==> src/rtl/rr_mux_arb.sv <==
// rtl/rr_mux_arb.sv - N-channel round-robin arbitrating mux with registered output stage
module rr_mux_arb #(
  parameter int N_CH  = 4,
  parameter int WIDTH = 8,
  localparam int CW   = $clog2(N_CH)
) (
  input  logic                  clk,
  input  logic                  rst_n,
  input  logic [N_CH-1:0]       in_valid,
  input  logic [N_CH*WIDTH-1:0] in_data,
  output logic [N_CH-1:0]       in_ready,
  output logic                  out_valid,
  output logic [WIDTH-1:0]      out_data,
  output logic [CW-1:0]         out_ch,
  input  logic                  out_ready
);

  localparam logic [CW:0]   N_EXT   = (CW+1)'(N_CH);
  localparam logic [CW-1:0] LAST_CH = CW'(N_CH - 1);

  logic              load_en;
  logic [CW-1:0]     ptr;
  logic [CW-1:0]     ptr_next;
  logic [2*N_CH-1:0] req_dbl;
  logic [N_CH-1:0]   req_rot;
  logic [CW-1:0]     offset;
  logic              any_req;
  logic [CW:0]       idx_sum;
  logic [CW:0]       idx_wrap;
  logic [CW-1:0]     gnt_idx;
  logic [N_CH-1:0]   grant;
  logic [WIDTH-1:0]  sel_data;

  assign load_en = !out_valid || out_ready;

  // Rotate requests so bit 0 is the channel at ptr; the lowest set bit is then the winner.
  assign req_dbl = {in_valid, in_valid} >> ptr;
  assign req_rot = req_dbl[N_CH-1:0];

  always_comb begin
    any_req = 1'b0;
    offset  = '0;
    for (int k = N_CH - 1; k >= 0; k--) begin
      if (req_rot[k]) begin
        any_req = 1'b1;
        offset  = CW'(k);
      end
    end
  end

  assign idx_sum  = {1'b0, ptr} + {1'b0, offset};
  assign idx_wrap = idx_sum - N_EXT;
  assign gnt_idx  = (idx_sum >= N_EXT) ? idx_wrap[CW-1:0] : idx_sum[CW-1:0];

  always_comb begin
    grant = '0;
    for (int i = 0; i < N_CH; i++) begin
      grant[i] = any_req && (gnt_idx == CW'(i));
    end
  end

  // Data mux keyed on the one-hot grant keeps in_data out of the in_ready cone.
  always_comb begin
    sel_data = '0;
    for (int i = 0; i < N_CH; i++) begin
      if (grant[i]) begin
        sel_data = in_data[i*WIDTH +: WIDTH];
      end
    end
  end

  assign in_ready = load_en ? grant : '0;
  assign ptr_next = (gnt_idx == LAST_CH) ? '0 : gnt_idx + 1'b1;

  always_ff @(posedge clk or negedge rst_n) begin
    if (!rst_n) begin
      out_valid <= 1'b0;
      out_data  <= '0;
      out_ch    <= '0;
      ptr       <= '0;
    end else if (load_en) begin
      if (any_req) begin
        out_valid <= 1'b1;
        out_data  <= sel_data;
        out_ch    <= gnt_idx;
        ptr       <= ptr_next;
      end else begin
        out_valid <= 1'b0;
      end
    end
  end

endmodule

==> config.mk <==
export PLATFORM = sky130hd
export DESIGN_NAME = rr_mux_arb
export DESIGN_NICKNAME = d
export VERILOG_FILES = /design/src/rtl/rr_mux_arb.sv
export SDC_FILE = /design/constraint.sdc
export NUM_CORES = 1
export LEC_CHECK = 0
export ABC_AREA = 1
export BUFFER_PORTS_ARGS = -buffer_cell sky130_fd_sc_hd__buf_2
export CAP_MARGIN = 30
export CORE_MARGIN = 10
export CORE_UTILIZATION = 52
export CTS_CLUSTER_DIAMETER = 80
export DETAILED_ROUTE_END_ITERATION = 6
export PLACE_DENSITY = 0.95
export SYNTH_ARGS = -nofsm -noshare
export SYNTH_HDL_FRONTEND = slang
export SYNTH_SLANG_ARGS = --single-unit
==> constraint.sdc <==
create_clock -name clk -period 4.05 [get_ports clk]
set_clock_uncertainty 0.05 [all_clocks]
set_input_delay 0.405 -clock clk [delete_from_list [all_inputs] [get_ports clk]]
set_output_delay 0.405 -clock clk [all_outputs]
set_load 0.03 [all_outputs]
# After elaboration in Yosys (flattened, before gate mapping)
# Index checks and enable logic that the tools add are counted.
# Widths: inputs -> output; s select.
[op_classes] n_lt_le_gt_ge=1 n_mul=0 addsub=3 n_mux=16 div_mod_pow=0 shift=1 n_eq_ne=3 bitwise=0 n_reduce_logical=8
[ops] op="$mux 8" count=4
[ops] op="$mux 2" count=6
[ops] op="$shr 8x2->4" count=1
[ops] op="$mux 1" count=5
[ops] op="$eq 2x2->1 const B" count=2
[ops] op="$logic_and 1x1->1" count=4
[ops] op="$mux 4" count=1
[ops] op="$add 2x2->3" count=1
[ops] op="$ge 3x3->1 const B" count=1
[ops] op="$add 2x1->2 const B" count=1
[ops] op="$eq 2x1->1 const B" count=1
[ops] op="$logic_not 2->1" count=1
[ops] op="$reduce_and 2->1" count=1
[ops] op="$sub 2x1->2 const B" count=1
[ops] op="$logic_not 1->1" count=1
[ops] op="$logic_or 1x1->1" count=1
[word_totals] reg_bits=13 mem_count=0 latch_bits=0 ramBits=0 rom_bits=0 elab_cells=36

# Logic depth before layout (Yosys ltp)
# Gate-level depths: netlist of the first run.
[depth] ltp_word=14 mapped_depth=20 ltp_nobuf=18

# Least setup slack after synthesis of the first run
# Ideal clock, no wire load.
[synth_timing] kind="reg2out" start="reg ptr[0]" end="out in_ready[1]" arrival_ps=2556 path_slack_ps=1039 n_path_buf=2 path_stages_with_launch=16 path_cell_list="dfrtp_1 inv_2 nand2_1 nand3_1 nand2_2 nand3_1 a21boi_0 ha_1 xnor2_1 xor2_1 inv_1 ha_1 clkbuf_1 buf_2 nand2_1 nor2_1"
[synth_between] elab_chain_cells=11
[synth_rtl] item="from (decl)" line="22" source="logic [CW-1:0] ptr;"
[synth_rtl] item="from (signal assigned)" line="86" source="ptr <= ptr_next;"
[synth_rtl] item="$shr 8x2->4" line="37" source="assign req_dbl = {in_valid, in_valid} >> ptr;"
[synth_rtl] item="$mux 2 (4 in series)" line="44" source="if (req_rot[k]) begin"
[synth_rtl] item="$add 2x2->3 (*)" line="51" source="assign idx_sum = {1'b0, ptr} + {1'b0, offset};"
[synth_rtl] item="$ge 3x3->1 / $sub 2x1->2 (equally long branches)" line="53, 52"
[synth_rtl] item="$mux 2 (*)" line="53" source="assign gnt_idx = (idx_sum >= N_EXT) ? idx_wrap[CW-1:0] : idx_sum[CW-1:0];"
[synth_rtl] item="net gnt_idx[1]" line="30" source="logic [CW-1:0] gnt_idx;"
[synth_rtl] item="$eq 2x1->1 (*)" line="58" source="grant[i] = any_req && (gnt_idx == CW'(i));"
[synth_rtl] item="$logic_and 1x1->1 (*)" line="58"
[synth_rtl] item="$mux 4 (*)" line="72" source="assign in_ready = load_en ? grant : '0;"
[synth_rtl] item="to (decl)" line="11" source="output logic [N_CH-1:0] in_ready,"
# The timed path passes the listed nets; every way through them passes the cells marked *.

# Final worst setup path of the first run
# Same ends and word-level chain as after synthesis.

==> flow_metrics.tcl, run 1 <==
set metrics [dict create \
    run_status "completed" \
    synthFlopType "dfrtp_1" \
    start_kind "register" \
    reg2reg_slack_ns 1.14 \
    clock.fmax_ghz 0.294 \
    hp-start "out_ready" \
    drt_iter0_markers 141 \
    place_congestion 0.894 \
    synth_cell_types 28 \
    seq_area_frac_synth_pct 24.8 \
    cts_root_buf "clkbuf_4" \
    grt_start_max_net_pins 20 \
    reg2reg_to "out_data[4]" \
    cts_tree "built" \
    syn_avg_cell_area_sq_um 6.52 \
    portBuffers 53 \
    path_buf_inv 3 \
    netlist.area_leader.share_pct 24.8 \
    r2r_start "ptr[0]" \
    cts_resized 0 \
    drt_pass1_iterations 7 \
    cp_top_family "adder cells" \
    slew_viol_final 0 \
    antennaDiodeCount 0 \
    syn-num-nets 245 \
    rsz0062_at_grt "no" \
    gr-total-overflow 0 \
    setup_tns_ns 0 \
    fillers 223 \
    path_max_fanout 17 \
    ant_nets 0 \
    ff_latch_area_sq_um 325 \
    post-route-min-period_ns 3.40 \
    antenna_found_initial 0 \
    yosys_register_bits 13 \
    chipHeight_microns 70.2 \
    clock-sinks 13 \
    cts_made_buffers 3 \
    clkTransAtPathRegs_ns 0.08 \
    crit_path_max_incr_delay_ns 0.62 \
    fin_nets 298 \
    cts_hold_buf 1 \
    drv_cap 0 \
    cp.required_ns 3.60 \
    hold_class "in2reg" \
    finalSetupViolCount 0 \
    final_hold_viol_count 0 \
    grt_pass1_vias 1327 \
    fp-row-count 18 \
    drive_gt1_share_pct 32.4 \
    track_usage_pct 14.1 \
    yosysMostFrequentCell "nand2_1" \
    ios 54 \
    worstPathCellList "inv_2 -> nand2_1 -> nand3_1 -> nand2_2 -> nand3_1 -> a21boi_0 -> ha_1 -> xnor2_1 -> xor2_1 -> inv_1 -> ha_1 -> nand2_1 -> nor2_1 -> buf_2" \
    ys_warn_count 0 \
    h-tree-depth 1 \
    arrival_ns 2.95 \
    endpoint_kind "primary output" \
    multi_input_area_sq_um 793 \
    synth-edff-count 0 \
    whs_endpoint "out_valid" \
    tightest_slew_ns 0.706 \
    worstSetupPathType "reg2out" \
    post-route-period-util_pct 84.0 \
    die_w_microns 70.2 \
    vias 1345 \
    synth_area_sq_um 1310 \
    dieArea_sq_um 4930 \
    worstSkewPairLatency_ns 0.28 \
    wl_per_cell_microns 12.3 \
    yosysTopAreaCell "dfrtp_1" \
    wl_microns 3470 \
    initial_core_util_pct 53.9 \
    slowest_stage "ha_1" \
    async_flop_share_pct 100 \
    whs_path_depth 2 \
    post_cts_buffers 0 \
    drc 0 \
    slew_headroom_pct 52.9 \
    syn_to_final_growth_pct 22.0 \
    vias_per_cell 4.75 \
    core-area_sq_um 2430 \
    place_hpwl_microns 2860 \
    synth_common_cells "78 x nand2_1, 28 x inv_1, 16 x nand3_1" \
    max-clock-path-buffers 2 \
    grt_pass1_wl_microns 5920 \
    ys_top_cells_by_area "dfrtp_1 25%, nand2_1 22%, inv_1 8.0%" \
    reg2reg_depth 18 \
    netlist_instances 201 \
]
[worst max path at each step]
stage	startpoint	to	slack, ns	cells past startpoint
floorplan	ptr[0]	in_ready[1]	1.04	15
global placement	in_valid[1]	in_ready[1]	1.05	14
detailed placement	in_valid[1]	in_ready[1]	0.99	14
CTS	ptr[0]	in_ready[1]	0.68	14
global route	ptr[0]	in_ready[1]	0.36	14
finish	ptr[0]	in_ready[1]	0.65	14
[metal layers]
metal  part of all wire, %  global-route usage, %  vias up  wire length [microns]
met5                     0                      0        -                      0
met4                   1.1                   3.95        0                     38
met3                   7.8                   4.38        4                    270
met2                    50                   25.4       42                   1750
met1                    41                   15.4      583                   1410
li1                      -                      -      716                      -
[cells by family (layout without fill, tap and decap cells)]
| kind of cell | after synthesis | count (layout) | synth area share [%] |
|---|---|---|---|
| xor+xnor | 2 | 2 | 1.34 |
| simple gates | 127 | 127 | 48.6 |
| fa+ha+maj | 5 | 5 | 4.78 |
| buf+inv | 40 | 92 | 14.6 |
| compound gates | 14 | 14 | 5.83 |
| flops | 13 | 13 | 24.8 |
[state kept, by name (all words and copies together), names as in the netlist]
register / cells
out_ch: 2
out_data: 8
out_valid: 1
ptr: 2
[cell type report]
class | instances | share of cell area (%)
tap | 30 | 2.35
inverter | 34 | 8.77
clock buffer | 4 | 1.64
sequential | 13 | 20.4
multi-input combinational | 148 | 49.6
timing repair buffer | 54 | 17.2
[through the flow]
step	area [sq um]	setup WS, ns	hold slack [ns]	utilization, %	std cells
after detailed placement	1560	0.986	0.256	64.2	278
after floorplan	1310	1.04	0.0594	-	201
after CTS	1600	0.679	0.285	65.7	283
after global placement	1560	1.05	0.257	64.2	278
after global routing	1600	0.364	0.293	65.7	283
final	1600	0.649	0.277	65.7	283
[cell usage in the layout (no fill, tap or decap), types with 3 or more instances in the layout]
cell type / instances
inv_1: 28
buf_2: 53
nand2_2: 5
ha_1: 5
nand3_1: 16
nand2_1: 78
dfrtp_1: 13
clkbuf_4: 3
inv_2: 3
nand3_2: 9
nor2_1: 13
a21oi_1: 8
Power of run 1 is not shown: default switching activity piles up to over one toggle a cycle in this logic, so the estimate is an artifact.
==> run 2: changes to the inputs <==
--- a/config.mk
+++ b/config.mk
@@ -9,10 +9,10 @@
 export BUFFER_PORTS_ARGS = -buffer_cell sky130_fd_sc_hd__buf_2
 export CAP_MARGIN = 30
 export CORE_MARGIN = 10
-export CORE_UTILIZATION = 52
+export CORE_UTILIZATION = 43
 export CTS_CLUSTER_DIAMETER = 80
 export DETAILED_ROUTE_END_ITERATION = 6
-export PLACE_DENSITY = 0.95
+export PLACE_DENSITY = 0.86
 export SYNTH_ARGS = -nofsm -noshare
 export SYNTH_HDL_FRONTEND = slang
 export SYNTH_SLANG_ARGS = --single-unit
==> constraint.sdc (replaced) <==
create_clock -name clk -period 2.7 [get_ports clk]
set_clock_uncertainty 0.05 [all_clocks]
set_input_delay 0.27 -clock clk [delete_from_list [all_inputs] [get_ports clk]]
set_output_delay 0.27 -clock clk [all_outputs]
set_load 0.03 [all_outputs]
==> run 2 against run 1 <==
Flip-flop and latch count is the same. Utilization grew 1.7 points. The flow now finishes with violations (setup timing). Register-to-register slack lost 1.1 ns. Critical path type unchanged. Die area grew 15%. Non-clock buffer count grew 17. Cell count grew 6.4%. Design area grew 19%. First-iteration DRC count shrank 17%. Clock-buffer cell count is the same. Via count grew 9.4%.
==> flow_metrics.tcl, run 2 (synthesis gave the netlist of run 1 again) <==
set metrics [dict create \
    run_status "finished, violations left" \
    violations "setup timing" \
    chipHeight_microns 75.2 \
    die_w_microns 75.2 \
    gr-total-overflow 0 \
    finalSetupViolCount 4 \
    max-clock-path-buffers 2 \
    clkTransAtPathRegs_ns 0.09 \
    slew_headroom_pct 56.5 \
    post-route-min-period_ns 2.79 \
    layout_commonest_cell "nand2_1" \
    cts_made_buffers 3 \
    cts_root_buf "clkbuf_4" \
    ios 54 \
    dp_slack_ns -0.0945 \
    h-tree-depth 1 \
    grt_start_max_net_pins 20 \
    slew_viol_final 0 \
    tightest_slew_ns 0.650 \
    path_max_fanout 6 \
    grt_pass1_vias 1466 \
    grt_pass1_wl_microns 6420 \
    drt_iter0_markers 117 \
    place_hpwl_microns 3000 \
    utilization_pct 67.4 \
    fin_nets 315 \
    wl_per_cell_microns 13.9 \
    regMostFlops "out_data" \
    endpoint_kind "primary output" \
    syn_to_final_growth_pct 45.5 \
    worstPathCellList "inv_4 -> nand2_2 -> nand3_1 -> nand2_2 -> a21boi_2 -> ha_2 -> xnor2_2 -> xor2_1 -> inv_1 -> ha_2 -> nand2_1 -> nor2_2 -> buf_6" \
    post-route-period-util_pct 103 \
    crit_path_max_incr_delay_ns 0.48 \
    initial_core_util_pct 46.3 \
    final_hold_viol_count 0 \
    slowest_stage "dfrtp_2" \
    start_kind "register" \
    antenna_found_initial 0 \
    arrival_ns 2.47 \
    dieArea_sq_um 5650 \
    worstSetupPathType "reg2out" \
    reg_top3 "out_data: 8 flops, out_ch: 2 flops, ptr: 2 flops" \
    drv_cap 0 \
    hold_class "in2reg" \
    clock.fmax_ghz 0.359 \
    ant_nets 0 \
    cp.required_ns 2.38 \
    drc 0 \
    vias 1472 \
    final_cell_mix "72 x nand2_1, 49 x buf_2, 27 x inv_1" \
    cp_top_family "flip-flops" \
    antennaDiodeCount 0 \
    drt_pass1_iterations 6 \
    portBuffers 53 \
    fp-row-count 19 \
    track_usage_pct 14.4 \
    place_congestion 0.866 \
    clock-sinks 13 \
    rsz0062_at_grt "yes" \
    wl_microns 4180 \
    fillers 230 \
    finalWorstSetupSlack_ns -0.0884 \
    largest_reg_flops 8 \
    cts_tree "built" \
    vias_per_cell 4.89 \
    drive_gt1_share_pct 45.9 \
    worstSkewPairLatency_ns 0.28 \
    path_buf_inv 3 \
    core-area_sq_um 2830 \
]
==> run 2: changes by cell type in the layout (fill, tap and decap cells not counted), moves of 4 or more <==
cell	change
buf_2	-4
nand3_1	-6
nand3_2	+6
ha_1	-5
nand2_2	+4
nand2_1	-6
buf_4	+16
==> run 2: worst paths after layout <==
kind                                   from     endpoint  slack, ns  depth (start not counted)
max in group asynchronous             rst_n       ptr[1]       2.00                          2
worst max-delay path                 ptr[0]  in_ready[1]      -0.09                         13
worst max register to register       ptr[0]  out_data[1]       0.01                         18
worst min-delay path              out_ready    out_valid       0.16                          2
worst min register to register  out_data[4]  out_data[4]       0.43                          2
min in group asynchronous             rst_n    out_ch[0]       0.35                          2
==> run 2: area by class of cell <==
| cell class | instances | area, sq um | share of cell area [%] |
|---|---|---|---|
| clock buffer | 4 | 26.3 | 1.38 |
| inverter | 34 | 145 | 7.62 |
| multi-input combinational | 148 | 918 | 48.2 |
| sequential | 13 | 328 | 17.2 |
| tap | 31 | 38.8 | 2.04 |
| timing repair buffer | 71 | 449 | 23.6 |
==> run 2: what timing repair did <==
action	4_1_cts	5_1_grt
setup buffers	7	6
resized for setup	32	8
pin swaps	9	5
setup endpoints to repair	12	12
hold endpoints to repair	13	0
hold buffers	1	0
==> run 2: through the flow <==
stage	setup TNS [ns]	cell area [sq um]	instances	hold slack [ns]
2_1_floorplan	-0.0561	1320	201	-0.0756
3_3_place_gp	0	1610	283	0.126
3_5_place_dp	-0.679	1610	283	0.126
4_1_cts	-0.177	1820	295	0.173
5_1_grt	-1.56	1910	301	0.167
6_report	-0.258	1910	301	0.163
==> run 2: per-layer routing <==
layer	up-vias	global-route usage, %	share of wire, %
met4	0	3.71	1.1
met3	6	4.20	8.3
met2	56	26.7	51
met1	659	15.6	39
met5	-	0	0
li1	751	-	-
Power of run 2 is left out for the same reason.
==> run 3: changes to the inputs <==
--- a/config.mk
+++ b/config.mk
@@ -6,13 +6,15 @@
 export NUM_CORES = 1
 export LEC_CHECK = 0
 export ABC_AREA = 1
-export BUFFER_PORTS_ARGS = -buffer_cell sky130_fd_sc_hd__buf_2
+export BUFFER_PORTS_ARGS = -buffer_cell sky130_fd_sc_hd__buf_4
 export CAP_MARGIN = 30
 export CORE_MARGIN = 10
 export CORE_UTILIZATION = 43
 export CTS_CLUSTER_DIAMETER = 80
 export DETAILED_ROUTE_END_ITERATION = 6
 export PLACE_DENSITY = 0.86
+export RECOVER_POWER = 100
+export REMOVE_ABC_BUFFERS = 1
 export SYNTH_ARGS = -nofsm -noshare
 export SYNTH_HDL_FRONTEND = slang
 export SYNTH_SLANG_ARGS = --single-unit
==> run 3 against run 2 <==
The flow still finishes with violations (setup timing). Critical endpoint is now in_ready[3]. Design area is 6.0% higher. Sequential share of layout area decreased by 0.97 points. Flip-flop and latch count stayed put. Setup slack improved by 0.040 ns. Non-clock buffer count increased by 4. Clock-buffer cell count unchanged. Via count is 2.9% higher.
==> flow_metrics.tcl, run 3 (synthesis gave the netlist of run 1 again) <==
set metrics [dict create \
    grt_start_max_net_pins 20 \
    hold_class "in2reg" \
    cp.required_ns 2.38 \
    run_status "finished, violations left" \
    slew_viol_final 0 \
    cts_made_buffers 3 \
    reg_top3 "out_data: 8 flops, out_ch: 2 flops, ptr: 2 flops" \
    worstSetupPathType "reg2out" \
    place_congestion 0.822 \
    die_w_microns 75.2 \
    largest_reg_flops 8 \
    start_kind "register" \
    grt_pass1_wl_microns 6540 \
    ios 54 \
    wl_per_cell_microns 14.3 \
    h-tree-depth 1 \
    finalSetupViolCount 4 \
    layout_commonest_cell "nand2_1" \
    dp.cells 284 \
    met2_usage_pct 26.3 \
    wl_microns 4360 \
    ant_nets 0 \
    cts_tree "built" \
    use_met3_pct 6.83 \
    regMostFlops "out_data" \
    initial_core_util_pct 46.3 \
    arrival_ns 2.43 \
    drt_pass1_iterations 4 \
    final_cell_mix "71 x nand2_1, 58 x buf_4, 26 x inv_1" \
    antenna_found_initial 0 \
    busiest_layer "met2" \
    drt_iter0_markers 64 \
    drv_cap 0 \
    clock.fmax_ghz 0.364 \
    tightest_slew_ns 0.801 \
    rsz0062_at_grt "yes" \
    fillers 239 \
    antennaDiodeCount 0 \
    post-route-min-period_ns 2.75 \
    clock-sinks 13 \
    worstSkewPairLatency_ns 0.29 \
    place_hpwl_microns 2960 \
    drive_gt1_share_pct 43.3 \
    utilization_pct 71.4 \
    fin_nets 320 \
    chipHeight_microns 75.2 \
    portBuffers 53 \
    reg2reg_slack_ns 0.12 \
    dieArea_sq_um 5650 \
    endpoint_kind "primary output" \
    syn_to_final_growth_pct 54.2 \
    slew_headroom_pct 46.4 \
    gr-total-overflow 0 \
    final_hold_viol_count 0 \
    core-area_sq_um 2830 \
    cts_root_buf "clkbuf_4" \
    post-route-period-util_pct 102 \
    clkTransAtPathRegs_ns 0.08 \
    finalWorstSetupSlack_ns -0.0484 \
    violations "setup timing" \
    fp-row-count 19 \
    path_max_fanout 6 \
    max-clock-path-buffers 2 \
    final_cells 306 \
    track_usage_pct 15.0 \
    vias 1514 \
    grtUsageMet1_pct 14.7 \
    grt_pass1_vias 1519 \
    drc 0 \
    vias_per_cell 4.95 \
    setup_tns_ns -0.163 \
]
run 3: changes by cell type in the layout (fill, tap and decap cells not counted), moves of 2 or more:
| cell | delta |
|---|---|
| ha_2 | -2 |
| clkbuf_1 | +12 |
| nand2_4 | +2 |
| buf_4 | +42 |
| ha_4 | +2 |
| buf_2 | -49 |
run 3: per-layer routing:
metal	vias up	part of all wire [%]	wire length (microns)
met5	-	0	0
met3	18	9.9	433
met4	0	3.9	170
li1	759	-	-
met1	670	35	1540
met2	67	51	2220
run 3: cell type report:
| cell class | instances | area [sq um] | area share (%) |
|---|---|---|---|
| Multi-Input combinational cell | 149 | 935 | 46.3 |
| Timing Repair Buffer | 75 | 544 | 27.0 |
| Sequential cell | 13 | 328 | 16.2 |
| Inverter | 34 | 148 | 7.31 |
| Tap cell | 31 | 38.8 | 1.92 |
| Clock buffer | 4 | 26.3 | 1.30 |
run 3: worst paths after layout:
| path | from | endpoint | depth (start not counted) |
|---|---|---|---|
| min reg2reg | out_data[3] | out_data[3] | 2 |
| max | ptr[0] | in_ready[3] | 13 |
| max in group asynchronous | rst_n | ptr[0] | 2 |
| max reg2reg | ptr[0] | out_data[7] | 18 |
| min in group asynchronous | rst_n | out_data[1] | 2 |
| min | out_ready | out_valid | 2 |
run 3: per-stage QoR:
step / instance area, sq um / worst slack (ns) / hold WS (ns)
5_1_grt: 2020 / -0.152 / 0.125
2_1_floorplan: 1260 / -0.111 / -0.0756
3_5_place_dp: 1750 / 0.0190 / 0.0714
4_1_cts: 1940 / -0.0734 / 0.111
6_report: 2020 / -0.0484 / 0.121
3_3_place_gp: 1750 / 0.116 / 0.0709
run 3: critical path: stages, from the launching register on:
cell and delay (ns):
dfrtp_2 0.47, inv_4 0.12, nand2_4 0.06, nand3_2 0.07, nand2_2 0.05, a21boi_2 0.15
ha_2 0.18, xnor2_2 0.22, xor2_2 0.21, buf_4 0.17, ha_4 0.15, nand2_4 0.06
nor2_4 0.09, buf_6 0.14
run 3: what timing repair did:
action,CTS,global route
endpoints found under the setup margin,9,12
endpoints found under the hold margin,13,0
hold buffers,1,0
resized for setup,27,17
gates cloned,0,1
setup buffers,7,9
pin swaps,6,11
Power of run 3 is left out for the same reason.
